<file path="src/rtl/mc_unit_scheduler_pkg.sv">
// Shared types for the multi-cycle EX unit scheduler: FSM states and writeback-source encodings.
package mc_unit_scheduler_pkg;

    typedef enum logic [1:0] {
        IDLE,
        BUSY,
        DRAIN
    } mcs_state_t;

    typedef logic [2:0] wb_src_t;

    localparam wb_src_t SEL_ALU  = 3'd0;
    localparam wb_src_t SEL_MEM  = 3'd1;
    localparam wb_src_t SEL_PC4  = 3'd2;
    localparam wb_src_t SEL_MUL  = 3'd3;
    localparam wb_src_t SEL_DIV  = 3'd4;
    localparam wb_src_t SEL_FPU  = 3'd5;
    localparam wb_src_t SEL_CSR  = 3'd6;
    localparam wb_src_t SEL_NONE = 3'd7;

    function automatic logic is_mc_src(wb_src_t src);
        return (src == SEL_MUL) || (src == SEL_DIV) || (src == SEL_FPU);
    endfunction

endpackage

</file>
<file path="src/rtl/mc_unit_scheduler_if.sv">
// Pipeline-side and unit-side handshake bundle of the multi-cycle scheduler.
interface mc_unit_scheduler_if
    import mc_unit_scheduler_pkg::*;
#(
    parameter int CNT_W = 32
) ();

    logic             valid_in;
    wb_src_t          wb_src_ID;
    logic             ready_in;
    logic             hazard;
    logic             flush;
    logic             valid_in_MUL;
    logic             valid_in_DIV;
    logic             valid_in_FPU;
    logic             ready_out_MUL;
    logic             ready_out_DIV;
    logic             ready_out_FPU;
    logic             valid_out_MUL;
    logic             valid_out_DIV;
    logic             valid_out_FPU;
    logic             unit_ready_in;
    logic             mc_stall;
    logic             busy;
    logic [CNT_W-1:0] stall_cycles;
    logic             cnt_clr;
    logic             timeout_err;

    modport master (
        input  valid_in, wb_src_ID, ready_in, hazard, flush,
        input  ready_out_MUL, ready_out_DIV, ready_out_FPU,
        input  valid_out_MUL, valid_out_DIV, valid_out_FPU,
        input  cnt_clr,
        output valid_in_MUL, valid_in_DIV, valid_in_FPU,
        output unit_ready_in, mc_stall, busy, stall_cycles, timeout_err
    );

    modport slave (
        output valid_in, wb_src_ID, ready_in, hazard, flush,
        output ready_out_MUL, ready_out_DIV, ready_out_FPU,
        output valid_out_MUL, valid_out_DIV, valid_out_FPU,
        output cnt_clr,
        input  valid_in_MUL, valid_in_DIV, valid_in_FPU,
        input  unit_ready_in, mc_stall, busy, stall_cycles, timeout_err
    );

endinterface

</file>
<file path="src/rtl/mc_unit_scheduler_sat_counter.sv">
// Up-counter that holds at MAX; clear takes priority over increment.
module sat_counter #(
    parameter int           W   = 8,
    parameter logic [W-1:0] MAX = {W{1'b1}}
) (
    input  logic         clk,
    input  logic         reset,
    input  logic         clr,
    input  logic         inc,
    output logic [W-1:0] cnt
);

    always_ff @(posedge clk or posedge reset) begin
        if (reset) begin
            cnt <= '0;
        end else if (clr) begin
            cnt <= '0;
        end else if (inc && (cnt != MAX)) begin
            cnt <= cnt + 1'b1;
        end
    end

endmodule

</file>
<file path="src/rtl/mc_unit_scheduler.sv">
// Issues one start handshake per multi-cycle instruction, holds EX until the tagged unit's
// result is consumed, drains results of flushed ops, and keeps stall/watchdog statistics.
//
//   state | meaning
//   IDLE  | no op in flight; request issued combinationally to the selected unit
//   BUSY  | op accepted by unit 'tag'; waiting for its result to be consumed
//   DRAIN | op was flushed; unit_ready_in held high until the stale result is discarded
module mc_unit_scheduler
    import mc_unit_scheduler_pkg::*;
#(
    parameter int CNT_W   = 32,
    parameter int TIMEOUT = 255
) (
    input logic                 clk,
    input logic                 reset,
    mc_unit_scheduler_if.master bus
);

    localparam int             TMR_W   = $clog2(TIMEOUT + 1);
    localparam logic [TMR_W-1:0] TMR_MAX = TMR_W'(TIMEOUT);

    mcs_state_t       state;
    wb_src_t          tag;
    logic             timeout_err_q;
    logic [TMR_W-1:0] timer;
    logic [CNT_W-1:0] stall_cnt;

    logic is_mc, issue_ok, req_mul, req_div, req_fpu, hs;
    logic done, active, unit_ready, stall;
    logic tmr_clr, tmr_inc, err_set;

    always_comb begin
        is_mc    = bus.valid_in && is_mc_src(bus.wb_src_ID);
        issue_ok = (state == IDLE) && is_mc && !bus.flush;
        req_mul  = issue_ok && (bus.wb_src_ID == SEL_MUL);
        req_div  = issue_ok && (bus.wb_src_ID == SEL_DIV);
        req_fpu  = issue_ok && (bus.wb_src_ID == SEL_FPU);
        hs       = (req_mul && bus.ready_out_MUL) || (req_div && bus.ready_out_DIV) ||
                   (req_fpu && bus.ready_out_FPU);

        // Once issued, only the tagged unit's result is meaningful.
        case (tag)
            SEL_MUL: done = bus.valid_out_MUL;
            SEL_DIV: done = bus.valid_out_DIV;
            SEL_FPU: done = bus.valid_out_FPU;
            default: done = 1'b0;
        endcase

        active     = (state != IDLE);
        unit_ready = 1'b0;
        stall      = is_mc;
        case (state)
            IDLE: begin
                unit_ready = 1'b0;
                stall      = is_mc;
            end
            BUSY: begin
                unit_ready = (bus.ready_in && !bus.hazard) || (bus.flush && done);
                stall      = is_mc && !done;
            end
            DRAIN: begin
                unit_ready = 1'b1;
                stall      = is_mc;
            end
            default: begin
                unit_ready = 1'b0;
                stall      = 1'b0;
            end
        endcase

        // Timer restarts on every entry into BUSY or DRAIN.
        tmr_clr = hs || ((state == BUSY) && bus.flush && !done);
        tmr_inc = active && !done;
        err_set = active && ((timer == TMR_MAX) ||
                             (tmr_inc && (timer == TMR_MAX - TMR_W'(1))));
    end

    always_ff @(posedge clk or posedge reset) begin
        if (reset) begin
            state         <= IDLE;
            tag           <= SEL_NONE;
            timeout_err_q <= 1'b0;
        end else begin
            case (state)
                IDLE: begin
                    if (hs) begin
                        state <= BUSY;
                        tag   <= bus.wb_src_ID;
                    end
                end
                BUSY: begin
                    if (done && unit_ready) begin
                        state <= IDLE;
                    end else if (bus.flush) begin
                        state <= DRAIN;
                    end
                end
                DRAIN: begin
                    if (done) begin
                        state <= IDLE;
                    end
                end
                default: state <= IDLE;
            endcase

            if (bus.cnt_clr) begin
                timeout_err_q <= 1'b0;
            end else if (err_set) begin
                timeout_err_q <= 1'b1;
            end
        end
    end

    sat_counter #(.W(TMR_W), .MAX(TMR_MAX)) u_timer (
        .clk   (clk),
        .reset (reset),
        .clr   (tmr_clr),
        .inc   (tmr_inc),
        .cnt   (timer)
    );

    sat_counter #(.W(CNT_W)) u_stall_cnt (
        .clk   (clk),
        .reset (reset),
        .clr   (bus.cnt_clr),
        .inc   (stall),
        .cnt   (stall_cnt)
    );

    assign bus.valid_in_MUL  = req_mul;
    assign bus.valid_in_DIV  = req_div;
    assign bus.valid_in_FPU  = req_fpu;
    assign bus.unit_ready_in = unit_ready;
    assign bus.mc_stall      = stall;
    assign bus.busy          = active;
    assign bus.stall_cycles  = stall_cnt;
    assign bus.timeout_err   = timeout_err_q;

endmodule

</file>
<file path="src/flat_wrapper.sv">
// flat-port wrapper written by rule: the top's interface ports become plain ports
module mc_unit_scheduler_flat import mc_unit_scheduler_pkg::*;
#(
    parameter int CNT_W   = 32,
    parameter int TIMEOUT = 255
)
  (clk, reset, bus_valid_in, bus_wb_src_ID, bus_ready_in, bus_hazard, bus_flush, bus_ready_out_MUL, bus_ready_out_DIV, bus_ready_out_FPU, bus_valid_out_MUL, bus_valid_out_DIV, bus_valid_out_FPU, bus_cnt_clr, bus_valid_in_MUL, bus_valid_in_DIV, bus_valid_in_FPU, bus_unit_ready_in, bus_mc_stall, bus_busy, bus_stall_cycles, bus_timeout_err);
  mc_unit_scheduler_if #(.CNT_W(CNT_W)) bus_i ();
  input logic clk;
  input logic reset;
  input wire logic [$bits(bus_i.valid_in)-1:0] bus_valid_in;
  input wire logic [$bits(bus_i.wb_src_ID)-1:0] bus_wb_src_ID;
  input wire logic [$bits(bus_i.ready_in)-1:0] bus_ready_in;
  input wire logic [$bits(bus_i.hazard)-1:0] bus_hazard;
  input wire logic [$bits(bus_i.flush)-1:0] bus_flush;
  input wire logic [$bits(bus_i.ready_out_MUL)-1:0] bus_ready_out_MUL;
  input wire logic [$bits(bus_i.ready_out_DIV)-1:0] bus_ready_out_DIV;
  input wire logic [$bits(bus_i.ready_out_FPU)-1:0] bus_ready_out_FPU;
  input wire logic [$bits(bus_i.valid_out_MUL)-1:0] bus_valid_out_MUL;
  input wire logic [$bits(bus_i.valid_out_DIV)-1:0] bus_valid_out_DIV;
  input wire logic [$bits(bus_i.valid_out_FPU)-1:0] bus_valid_out_FPU;
  input wire logic [$bits(bus_i.cnt_clr)-1:0] bus_cnt_clr;
  output wire logic [$bits(bus_i.valid_in_MUL)-1:0] bus_valid_in_MUL;
  output wire logic [$bits(bus_i.valid_in_DIV)-1:0] bus_valid_in_DIV;
  output wire logic [$bits(bus_i.valid_in_FPU)-1:0] bus_valid_in_FPU;
  output wire logic [$bits(bus_i.unit_ready_in)-1:0] bus_unit_ready_in;
  output wire logic [$bits(bus_i.mc_stall)-1:0] bus_mc_stall;
  output wire logic [$bits(bus_i.busy)-1:0] bus_busy;
  output wire logic [$bits(bus_i.stall_cycles)-1:0] bus_stall_cycles;
  output wire logic [$bits(bus_i.timeout_err)-1:0] bus_timeout_err;
  assign bus_i.valid_in = bus_valid_in;
  assign bus_i.wb_src_ID = bus_wb_src_ID;
  assign bus_i.ready_in = bus_ready_in;
  assign bus_i.hazard = bus_hazard;
  assign bus_i.flush = bus_flush;
  assign bus_i.ready_out_MUL = bus_ready_out_MUL;
  assign bus_i.ready_out_DIV = bus_ready_out_DIV;
  assign bus_i.ready_out_FPU = bus_ready_out_FPU;
  assign bus_i.valid_out_MUL = bus_valid_out_MUL;
  assign bus_i.valid_out_DIV = bus_valid_out_DIV;
  assign bus_i.valid_out_FPU = bus_valid_out_FPU;
  assign bus_i.cnt_clr = bus_cnt_clr;
  assign bus_valid_in_MUL = bus_i.valid_in_MUL;
  assign bus_valid_in_DIV = bus_i.valid_in_DIV;
  assign bus_valid_in_FPU = bus_i.valid_in_FPU;
  assign bus_unit_ready_in = bus_i.unit_ready_in;
  assign bus_mc_stall = bus_i.mc_stall;
  assign bus_busy = bus_i.busy;
  assign bus_stall_cycles = bus_i.stall_cycles;
  assign bus_timeout_err = bus_i.timeout_err;
  mc_unit_scheduler #(.CNT_W(CNT_W), .TIMEOUT(TIMEOUT)) u_core (.clk(clk), .reset(reset), .bus(bus_i));
endmodule
</file>
<file path="config.mk">
export PLATFORM = sky130hd
export DESIGN_NAME = mc_unit_scheduler_flat
export DESIGN_NICKNAME = d
export VERILOG_FILES = /design/src/rtl/mc_unit_scheduler_pkg.sv /design/src/rtl/mc_unit_scheduler_if.sv /design/src/rtl/mc_unit_scheduler_sat_counter.sv /design/src/rtl/mc_unit_scheduler.sv /design/src/flat_wrapper.sv
export SDC_FILE = /design/constraint.sdc
export NUM_CORES = 1
export LEC_CHECK = 0
export CORE_ASPECT_RATIO = 0.7
export CORE_UTILIZATION = 52
export CTS_CLUSTER_DIAMETER = 200
export DETAILED_ROUTE_END_ITERATION = 16
export HOLD_SLACK_MARGIN = 0.08
export PLACE_DENSITY_LB_ADDON = 0.12
export SLEW_MARGIN = 0
export SYNTH_ARGS = -nofsm -noshare
export SYNTH_HDL_FRONTEND = slang
export SYNTH_SLANG_ARGS = --single-unit
</file>
<file path="constraint.sdc">
create_clock -name clk -period 3.7 [get_ports clk]
set_input_delay 1.11 -clock clk [delete_from_list [all_inputs] [get_ports clk]]
set_output_delay 1.11 -clock clk [all_outputs]
set_load 0.005 [all_outputs]
</file>
==> results.txt <==
STA classifies the critical path startpoint as an input pin. The biggest area contributor in the post-synthesis netlist is sky130_fd_sc_hd__dfrtp_1. The TritonCTS clock tree is done. The initial standard-cell utilization of the core is 0.5438. The number of cells in the finished layout apart from fillers is 445.

The final layout net count is 396. The worst ir drop on vdd came out at 0.3185 mV. The deepest level of the CTS H-tree is 2. The count of boundary I/O pins is 55. The estimated wirelength of the detail-placed design is 4.834 mm. Port buffering added 54 buffers. The number of buffers created by CTS came out at 5.

In this run the core area contains 22 standard-cell rows. The most common flop cell mapped by yosys is sky130_fd_sc_hd__dfrtp_1. The worst path arrival time is 2.56 ns. At the pin with the least slew margin, the transition time is 0.7762 ns.

The worst setup path is of the input pin to primary output kind. For this run, the total global-route usage over all layers was measured as 0.2440. The clock-pin transition on the worst setup and hold timing paths came out at 0.08 ns. The leakage dissipation came out at 0.001459 µW. The violation count after the first detailed-routing iteration came out at 172. The run finished with clean final reports. Measured against its own limit, the worst slew margin works out to 0.4809. For flop-to-flop paths, the worst setup slack is 1.23 ns. After detailed routing, the total wire length is 6.807 mm.

The number of hold-slack violations in the final timing report is 0. The post-layout minimum cycle time is 3.666 ns. The number of stages on the worst hold path is 2.

The flip-flop and latch count after synthesis came out at 46. The post-synth net total came out at 332. The worst setup path is captured at a primary output. The tightest min-delay check is of the flip-flop to flip-flop type.

The final weighted congestion in routability-driven placement is 0.8455. For this design the ratio of total power to cell area is 407.6 mW/mm². The post-route worst hold slack came out at 0.4804 ns. The number of max-capacitance violations reported came out at 0. The synthesized netlist occupies a cell area of 0.002859 mm². The total negative slack for setup checks is 0 ns.

The synthesis-to-finish area growth is 27.97%. The count of antenna diodes in the layout came out at 0. The region available for standard cell placement spans 0.005258 mm². The clock drives 46 sinks.

The die covers 0.005803 mm². The largest net degree at the start of global routing is 45. The proportion of synthesized chip area in sequential cells came out at 0.4039.

The endpoint identified for the worst register-to-register timing path is u_core.u_stall_cnt.cnt[22]$_DFFE_PP0P_. The wire length of the first global-routing pass is 11.32 mm. The via count of the first global-routing pass is 2407.

Yosys mapped a number of flops with a built-in enable equal to 0. The total setup violations reported at the end of the flow is 0. The final-layout fill cell count is 424. The clock latency reported for the late side of the worst-skew pair came out at 0.30 ns. The chip width came out at 90.63 µm. The period utilization came out at 0.9909. The number of antenna violations at the first check in global routing came out at 0. The hold path endpoint is u_core.tag[2]$_DFFE_PP1P_.

The die height is 64.04 µm. The maximum clock rate came out at 272.8 MHz. Of the post-synthesis cell area, the dominant cell type holds 0.3764. The launch instance of the worst register-to-register path is u_core.tag[0]$_DFFE_PP1P_. The global route total overflow is 0. In this run the most critical hold path is launched from u_core.tag[2]$_DFFE_PP1P_. The number of instances in the synthesized netlist is 308. In this run the mean area of a mapped cell was 9.282 µm². The length of the first detailed-routing pass in iterations is 4.

The post-route antenna net violation count came out at 0. The number of warnings printed during yosys synthesis came out at 0. By area the synthesized netlist is led by sky130_fd_sc_hd__dfrtp_1, sky130_fd_sc_hd__a21oi_1, sky130_fd_sc_hd__o31ai_1, sky130_fd_sc_hd__or4_1, sky130_fd_sc_hd__nand3_1. The routed via count divided by cell count is 6.067. In this run the deepest clock path goes through 2 buffers.

At the worst endpoint, the required time is 2.59 ns. The worst-case clock skew is 0.007598 ns. The cell depth of the worst flop-to-flop path is 6. The number of distinct library cells after synthesis is 48.

The maximum net fanout on the critical path came out at 3. The tree is rooted in a sky130_fd_sc_hd__clkbuf_8. The async set-reset flop share out of synthesis is 1.000. The per-cell routed wire length is 15.30 µm. The number of max-slew violations in the final report is 0.

Of the cells placed in the final design, the portion with a size suffix greater than 1 is 0.1126. In the routed design, unresolved DRC markers number 0. For this block, the via count after detailed routing is 2700. Once placement completed, the tool counted placed cells totaling 436. The number of hold buffers added after CTS was 0.
layout by cell type (no fill, tap or decap), types with 3 or more instances in the layout:
| cell | n |
|---|---|
| sky130_fd_sc_hd__or3_1 | 6 |
| sky130_fd_sc_hd__dlygate4sd2_1 | 3 |
| sky130_fd_sc_hd__nor2b_1 | 7 |
| sky130_fd_sc_hd__mux2_2 | 3 |
| sky130_fd_sc_hd__a21oi_1 | 31 |
| sky130_fd_sc_hd__and3_1 | 6 |
| sky130_fd_sc_hd__ha_1 | 8 |
| sky130_fd_sc_hd__o21ai_0 | 9 |
| sky130_fd_sc_hd__xor2_1 | 6 |
| sky130_fd_sc_hd__nor3_1 | 4 |
| sky130_fd_sc_hd__nand3_1 | 22 |
| sky130_fd_sc_hd__or4_1 | 20 |
| sky130_fd_sc_hd__nand2b_1 | 3 |
| sky130_fd_sc_hd__clkbuf_8 | 5 |
| sky130_fd_sc_hd__buf_4 | 17 |
| sky130_fd_sc_hd__nand4_1 | 8 |
| sky130_fd_sc_hd__and4_1 | 7 |
| sky130_fd_sc_hd__nor2_1 | 17 |
| sky130_fd_sc_hd__nand2_1 | 16 |
| sky130_fd_sc_hd__nor4_1 | 4 |
| sky130_fd_sc_hd__o31ai_1 | 22 |
| sky130_fd_sc_hd__mux2_1 | 3 |
| sky130_fd_sc_hd__a211oi_1 | 4 |
| sky130_fd_sc_hd__dfstp_2 | 3 |
| sky130_fd_sc_hd__dfrtp_1 | 43 |
| sky130_fd_sc_hd__clkdlybuf4s50_1 | 51 |
| sky130_fd_sc_hd__and2_1 | 4 |
| sky130_fd_sc_hd__inv_1 | 11 |
layer usage:
layer | part of all wire | global-route usage
met1 | 0.49 | 0.3537
met2 | 0.44 | 0.3769
met3 | 0.057 | 0.04405
met4 | 0.0075 | 0.06250
met5 | 0 | 0
critical path, stage by stage:
cell and delay (ns):
sky130_fd_sc_hd__clkdlybuf4s50_1 0.50, sky130_fd_sc_hd__buf_4 0.12, sky130_fd_sc_hd__nor2b_2 0.14, sky130_fd_sc_hd__and3_4 0.19, sky130_fd_sc_hd__clkdlybuf4s50_1 0.50
repair_timing:
action                                  4_1_cts  5_1_grt
endpoints found under the hold margin         0        0
gates resized for setup                       5        2
cloned                                        0        0
setup buffers                                 0        1
endpoints found under the setup margin        3        1
pin swaps                                     3        1
cells by family (layout without fill, tap and decap cells):
group / after synthesis / in the layout / share of synthesized area
simple gates: 135 / 135 / 0.2853
compound gates: 79 / 79 / 0.1829
flops: 46 / 46 / 0.4039
buf+inv: 26 / 91 / 0.04245
fa+ha+maj: 8 / 8 / 0.03501
xor+xnor: 7 / 7 / 0.02144
mux: 7 / 7 / 0.02888
stage by stage:
| stage | total power, µW | worst slack (ns) | util | area (µm²) |
|---|---|---|---|---|
| 6_report | 1491 | 0.03368 | 0.6959 | 3659 |
| 5_1_grt | 1588 | -0.01898 | 0.6959 | 3659 |
| 4_1_cts | 1495 | 0.0008864 | 0.6930 | 3643 |
| 3_5_place_dp | 1123 | -0.1687 | 0.6721 | 3533 |
| 3_3_place_gp | 1103 | -0.1435 | 0.6721 | 3533 |
| 2_1_floorplan | 946.0 | 0.3279 | - | 2859 |
state kept, by name (all words and copies together) (netlist names):
name and cells:
u_core.bus.timeout_err 1, u_core.state 2, u_core.tag 3, u_core.u_stall_cnt.cnt 32
u_core.u_timer.cnt 8
power by group:
| part | switching (µW) | internal [µW] |
|---|---|---|
| sequential | 61.4 | 568 |
| combinational | 260 | 228 |
| clock | 172 | 202 |
final cells by class:
cell class                 count  area (µm²)  area share
timing repair buffer          71       664.4      0.1816
inverter                      12       45.04     0.01231
clock inverter                 1       30.03    0.008208
tap                           72       90.09     0.02462
sequential                    46        1155      0.3157
multi-input combinational    236        1598      0.4367
clock buffer                   7       76.32     0.02086
cell usage after synthesis, types with 2 or more instances:
master and n:
sky130_fd_sc_hd__xor2_1 6, sky130_fd_sc_hd__a21o_1 2, sky130_fd_sc_hd__or4_1 20, sky130_fd_sc_hd__inv_1 12, sky130_fd_sc_hd__dfstp_2 3, sky130_fd_sc_hd__dfrtp_1 43
sky130_fd_sc_hd__nand2_1 16, sky130_fd_sc_hd__buf_4 2, sky130_fd_sc_hd__and4_1 7, sky130_fd_sc_hd__buf_6 2, sky130_fd_sc_hd__and3b_1 2, sky130_fd_sc_hd__mux2_1 3
sky130_fd_sc_hd__nand4_1 8, sky130_fd_sc_hd__nor3_1 4, sky130_fd_sc_hd__nor2_1 17, sky130_fd_sc_hd__a211oi_1 4, sky130_fd_sc_hd__nand2b_1 3, sky130_fd_sc_hd__ha_1 8
sky130_fd_sc_hd__nand3_1 22, sky130_fd_sc_hd__and2_1 4, sky130_fd_sc_hd__or3_1 6, sky130_fd_sc_hd__and3_1 7, sky130_fd_sc_hd__nand3b_1 2, sky130_fd_sc_hd__nor4_1 4
sky130_fd_sc_hd__nor2b_1 8, sky130_fd_sc_hd__buf_1 2, sky130_fd_sc_hd__clkbuf_1 7, sky130_fd_sc_hd__o21ai_0 9, sky130_fd_sc_hd__o31ai_1 22, sky130_fd_sc_hd__mux2_2 3
sky130_fd_sc_hd__a21oi_1 33
worst max path at each step:
stage,slack [ns],to,from
floorplan,0.33,bus_mc_stall,bus_valid_out_MUL
global placement,-0.14,bus_mc_stall,bus_valid_out_DIV
detailed placement,-0.17,bus_unit_ready_in,bus_valid_out_FPU
CTS,0.0009,bus_valid_in_FPU,bus_wb_src_ID[2]
global route,-0.02,bus_valid_in_FPU,bus_wb_src_ID[2]
finish,0.03,bus_valid_in_FPU,bus_wb_src_ID[2]
Note: power is estimated with default switching activity, not from simulation.
==> patch 1: new RTL, same flow settings <==
Encoding of `mcs_state_t`: now one-hot (3 bits for 3 states).
--- a/src/rtl/mc_unit_scheduler_pkg.sv
+++ b/src/rtl/mc_unit_scheduler_pkg.sv
@@ -1,10 +1,10 @@
 // Shared types for the multi-cycle EX unit scheduler: FSM states and writeback-source encodings.
 package mc_unit_scheduler_pkg;
 
-    typedef enum logic [1:0] {
-        IDLE,
-        BUSY,
-        DRAIN
+    typedef enum logic [2:0] {
+        IDLE  = 3'b001,
+        BUSY  = 3'b010,
+        DRAIN = 3'b100
     } mcs_state_t;
 
     typedef logic [2:0] wb_src_t;
Behaviour: same outputs for any inputs over 10 cycles, from zero or initial values and one cycle with reset high; not proved beyond that.
==> patch 1 against the unedited design <==
- area after synthesis fell by 0.70%
- routed wire length rose by 3.2%
- global-route usage rose by 0.77 points
- critical path depth rose by 2
- worst setup slack improved by 0.030 ns
- design area fell by 0.55%
- cell count rose by 1.6%
- synthesized cell count rose by 3.9%
- sequential share of layout area rose by 0.90 points
- via count rose by 2.7%
- sequential cell count rose by 1
- largest cell class unchanged
- highest routed layer unchanged
Power is not compared: it rests on default switching activity, and its combinational part moved more than twofold at a synthesized area within 25%.
==> patch 1: results (changes against the unedited design) <==
Place
  – DP HPWL: 5000 um (+3.3%)
  – Final GP Congestion: 0.854 (+0.97%)
  – Buffers on Ports: 54 (unchanged)
  – Place WS: -0.560 ns (-0.392 ns)

Clock tree
  – Worst-path clk slew: about 0.090 ns
  – Clock tree buffer depth: 2 (unchanged)
  – Root Driver: clkbuf_8
  – Htree depth: 2 (unchanged)
  – # hold bufs at CTS: 0 (unchanged)
  – Clk Latency, worst-skew pair: 0.31 ns
  – CTS Buf Count: 5 (unchanged)

Worst setup path
  – CP max-delay cell: clkdlybuf4s50_1
  – Slowest stage delay, CP: 0.46 ns (-0.04 ns)
  – Reg-to-reg endpoint: u_core.u_stall_cnt.cnt[22]$_DFFE_PP0P_
  – R2r startpoint: u_core.u_stall_cnt.cnt[0]$_DFFE_PP0P_
  – Worst-path maximum fanout: 2 (-1)
  – FF-to-FF setup slack: 1.02 ns (-0.21 ns)
  – Worst reg-to-reg path cell count: 8 (+2)
  – Critical Path AT: 2.53 ns (-0.03 ns)

Layout
  – Top flop regs: u_core.u_stall_cnt.cnt (32), u_core.u_timer.cnt (8)
  – Filler cells: 432 (+1.9%)
  – # diodes: 0 (unchanged)
  – Nets: 398 (+0.51%)
  – Layout cell share with drive strength beyond 1: 0.111 (-0.00207)

Worst hold path
  – Hold Path Class: reg2reg
  – Hold wc startpoint: u_core.tag[1]$_DFFE_PP1P_
  – Worst hold path depth: 2 (unchanged)
  – Hold EP: u_core.tag[1]$_DFFE_PP1P_

Logic synthesis
  – Top cells by area, synth: dfrtp_1 (38%), o31ai_1 (6.6%), or4_1 (6.6%)
  – Warnings from Yosys: 0 (unchanged)
  – Asr flop ratio synth: 1.00 (unchanged)
  – Sequential share of the synthesized area: 0.416 (+0.0121)
  – Top cells by count, synth: dfrtp_1 (43), a21oi_1 (31), nand2_1 (25), o31ai_1 (25), or4_1 (25)
  – Syn_nets: 339 (+2.1%)
  – Synth unique cells: 51 (+6.3%)

Power and ir drop
  – Internal power: 0.000842 W
  – Worst vdd ir: 0.292 mV
  – Leak Pwr: 1.45 nW

Global route
  – First-pass GRT wire length: 11,800 um (+4.3%)
  – GRT Overall Usage: 0.252 (+0.00768)
  – Largest net degree at the start of global routing: 60 (+33%)
  – Via count of the first global-routing pass: 2,431 (+1.0%)
  – Antenna violations before repair: 0 (unchanged)

Detailed routing
  – Post-route ant nets: 0 (unchanged)
  – Vias: 2,772 (+2.7%)
  – Routed length per instance: 15.5 um (+1.6%)
  – Router iterations before antenna repair: 5 (+1)
  – Iter 0 DRT Violations: 231 (+34%)

Timing
  – Clock skew: 0.00399 ns (-0.00361 ns)
  – Hold_ws: 0.482 ns (+0.00154 ns)
  – Max_slew headroom: 0.451 (-0.0295)

Run status
  – Status: finished clean
-- patch 1: cells by family after synthesis --
family | count (synthesis) | share of synthesized area
simple gates | 151 | 0.305
fa+ha+maj | 3 | 0.0132
mux | 5 | 0.0190
xor+xnor | 7 | 0.0216
buf+inv | 28 | 0.0467
compound gates | 79 | 0.178
flops | 47 | 0.416
-- patch 1: what timing repair did --
| item | in CTS | in global routing |
|---|---|---|
| pin swaps | 6 | 0 |
| setup buffers | 0 | 1 |
| setup endpoints to repair | 5 | 4 |
| hold endpoints to repair | 0 | 0 |
| gates resized for setup | 14 | 4 |
-- patch 1: metal layers --
metal  track usage  vias to the layer above  part of all wire
li1              -                     1339                 -
met5             0                        -                 0
met3        0.0381                        7             0.047
met2         0.365                       87              0.43
met4        0.0685                        0            0.0087
met1         0.387                     1339              0.51
-- patch 1: worst max path at each step --
stage / startpoint / endpoint / slack [ns] / cells after the start
global route: bus_valid_out_MUL / bus_unit_ready_in / -0.008 / 7
CTS: bus_wb_src_ID[2] / bus_valid_in_MUL / 0.006 / 5
detailed placement: bus_valid_out_FPU / bus_unit_ready_in / -0.56 / 7
global placement: bus_valid_out_FPU / bus_unit_ready_in / -0.53 / 7
finish: bus_valid_out_MUL / bus_unit_ready_in / 0.06 / 7
floorplan: bus_valid_out_FPU / bus_unit_ready_in / 0.51 / 5
-- patch 1: cell type report --
type | instances | area share
multi-input cells | 245 | 0.426
clock buffers | 5 | 0.0189
well taps | 72 | 0.0248
clock inverters | 3 | 0.0120
inverters | 9 | 0.00928
flip-flops and latches | 47 | 0.325
repair buffers | 71 | 0.184
-- patch 1: power by group through the flow --
stage,logic [W],clock network (W),registers [W]
2_1_floorplan,0.000121,0,0.000605
5_1_grt,0.000210,0.000414,0.000616
6_report,0.000180,0.000384,0.000608
4_1_cts,0.000180,0.000393,0.000608
3_5_place_dp,0.000175,0,0.000618
3_3_place_gp,0.000170,0,0.000615
-- patch 1: stage by stage --
stage	total power (W)	instance area [um2]	cells
2_1_floorplan	0.000726	2840	320
3_3_place_gp	0.000785	3490	443
3_5_place_dp	0.000792	3490	443
4_1_cts	0.00118	3620	451
5_1_grt	0.00124	3640	452
6_report	0.00117	3640	452
-- patch 1: critical path, delay by kind of cell --
family          cells  cell delay [ns]
simple gates        2             0.52
compound gates      3             0.32
buf+inv             2             0.58
==> patch 2: new RTL, same settings <==
Made on the original files. `TIMEOUT` is set to 255 in 2 places; all go to 510.
--- a/src/rtl/mc_unit_scheduler.sv
+++ b/src/rtl/mc_unit_scheduler.sv
@@ -9,7 +9,7 @@
     import mc_unit_scheduler_pkg::*;
 #(
     parameter int CNT_W   = 32,
-    parameter int TIMEOUT = 255
+    parameter int TIMEOUT = 510
 ) (
     input logic                 clk,
     input logic                 reset,
--- a/src/flat_wrapper.sv
+++ b/src/flat_wrapper.sv
@@ -2,7 +2,7 @@
 module mc_unit_scheduler_flat import mc_unit_scheduler_pkg::*;
 #(
     parameter int CNT_W   = 32,
-    parameter int TIMEOUT = 255
+    parameter int TIMEOUT = 510
 )
   (clk, reset, bus_valid_in, bus_wb_src_ID, bus_ready_in, bus_hazard, bus_flush, bus_ready_out_MUL, bus_ready_out_DIV, bus_ready_out_FPU, bus_valid_out_MUL, bus_valid_out_DIV, bus_valid_out_FPU, bus_cnt_clr, bus_valid_in_MUL, bus_valid_in_DIV, bus_valid_in_FPU, bus_unit_ready_in, bus_mc_stall, bus_busy, bus_stall_cycles, bus_timeout_err);
   mc_unit_scheduler_if #(.CNT_W(CNT_W)) bus_i ();
Function: no difference found for any inputs over 10 cycles, from zero or initial values and one cycle with reset high; that may be too few to reach the edited logic, so the function may still have changed.
==> patch 2 against the unedited design <==
- sequential cell count grew 1
- design area grew 6.1%
- worst setup slack improved by 0.052 ns
- area after synthesis up 6.3%
- power rose by 9.6%
- global-route usage rose by 1.4 points
- routed wire length increased by 11%
- largest cell class unchanged
- largest power group unchanged
==> patch 2: results (changes against the unedited design) <==
Logic synthesis
  – Sequential share of the synthesized area: 0.388 (-0.0159)
  – Top cells by count, synth: dfrtp_1 (44), a21oi_1 (32), nor2_1 (27)
  – Syn_nets: 349 (+5.1%)

Detailed routing
  – DR vias/cell: 6.15 (+1.4%)
  – Router iterations before antenna repair: 5 (+1)

Worst setup path
  – Crit path from: bus_valid_out_MUL
  – Reg-to-reg endpoint: u_core.u_stall_cnt.cnt[16]$_DFFE_PP0P_
  – Worst Setup EP: bus_mc_stall
  – Slowest stage delay, CP: 0.48 ns (-0.02 ns)
  – Worst-path maximum fanout: 2 (-1)

Place
  – Dpl cells: 453 (+3.9%)
  – Place WS: -0.242 ns (-0.0737 ns)
  – Final GP Congestion: 0.827 (-2.2%)
  – DP HPWL: 5420 um (+12%)

Timing
  – Clock skew: 0.0135 ns (+0.00587 ns)
  – Final setup margin: 0.0853 ns (+0.0516 ns)
  – Worst-margin pin slew: 0.707 ns (-0.0693 ns)

Layout
  – Final non-filler cell total: 465 (+4.5%)
  – Layout cell share with drive strength beyond 1: 0.150 (+0.0375)
  – Filler cells: 430 (+1.4%)
  – Nets: 417 (+5.3%)
  – Top flop regs: u_core.u_stall_cnt.cnt (32), u_core.u_timer.cnt (9), u_core.tag (3)

Power and ir drop
  – Leak Pwr: 1.57 nW (+7.7%)
  – Worst vdd ir: 0.246 mV (-23%)

Global route
  – Largest net degree at the start of global routing: 40 (-11%)
  – First-pass GRT wire length: 12,200 um (+8.2%)
  – Via count of the first global-routing pass: 2,557 (+6.2%)

Run status
  – Status: finished clean
[patch 2: cell types whose count changed after synthesis, sizes merged, moves of 4 or more]
cell,change
nor2,+10
nor3,+9
xnor2,+7
xor2,-6
or3,-5
inv,+4
o21ai,-4
[patch 2: cells by family after synthesis]
kind of cell | Yosys count | synth area share
multiplexers | 9 | 0.0379
buffers and inverters | 30 | 0.0547
adder cells (fa/ha/maj) | 9 | 0.0370
AO/OA/AOI/OAI | 74 | 0.162
flip-flops | 47 | 0.388
AND/OR/NAND/NOR | 147 | 0.297
XOR/XNOR | 8 | 0.0230
[patch 2: where the power goes]
| part | total [W] | internal [W] | switching [W] |
|---|---|---|---|
| registers | 0.000645 | 0.000577 | 0.0000685 |
| clock network | 0.000467 | 0.000274 | 0.000193 |
| logic | 0.000522 | 0.000240 | 0.000282 |
[patch 2: what timing repair did]
action / CTS / global route
hold buffers: 0 / 0
pin swaps: 4 / 1
setup endpoints to repair: 4 / 2
resized for setup: 6 / 2
setup buffers: 4 / 0
[patch 2: area by class of cell]
class	instances	area [um2]	share of cell area
Sequential cell	47	1180	0.304
Tap cell	72	90.1	0.0232
Inverter	16	60.1	0.0155
Multi-Input combinational cell	247	1710	0.441
Clock buffer	5	68.8	0.0177
Timing Repair Buffer	75	699	0.180
Clock inverter	3	71.3	0.0184
[patch 2: routing by layer]
metal | vias to the layer above | track usage | wire length (um) | share of wire
met2 | 104 | 0.378 | 3330 | 0.44
met4 | 0 | 0.0827 | 82 | 0.011
li1 | 1365 | - | - | -
met5 | - | 0 | 0 | 0
met3 | 10 | 0.0414 | 368 | 0.049
met1 | 1383 | 0.387 | 3760 | 0.50
[patch 2: worst min-delay path: stages (launching register included)]
cell	delay [ns]
dfstp_2	0.40
inv_1	0.05
a22oi_1	0.07
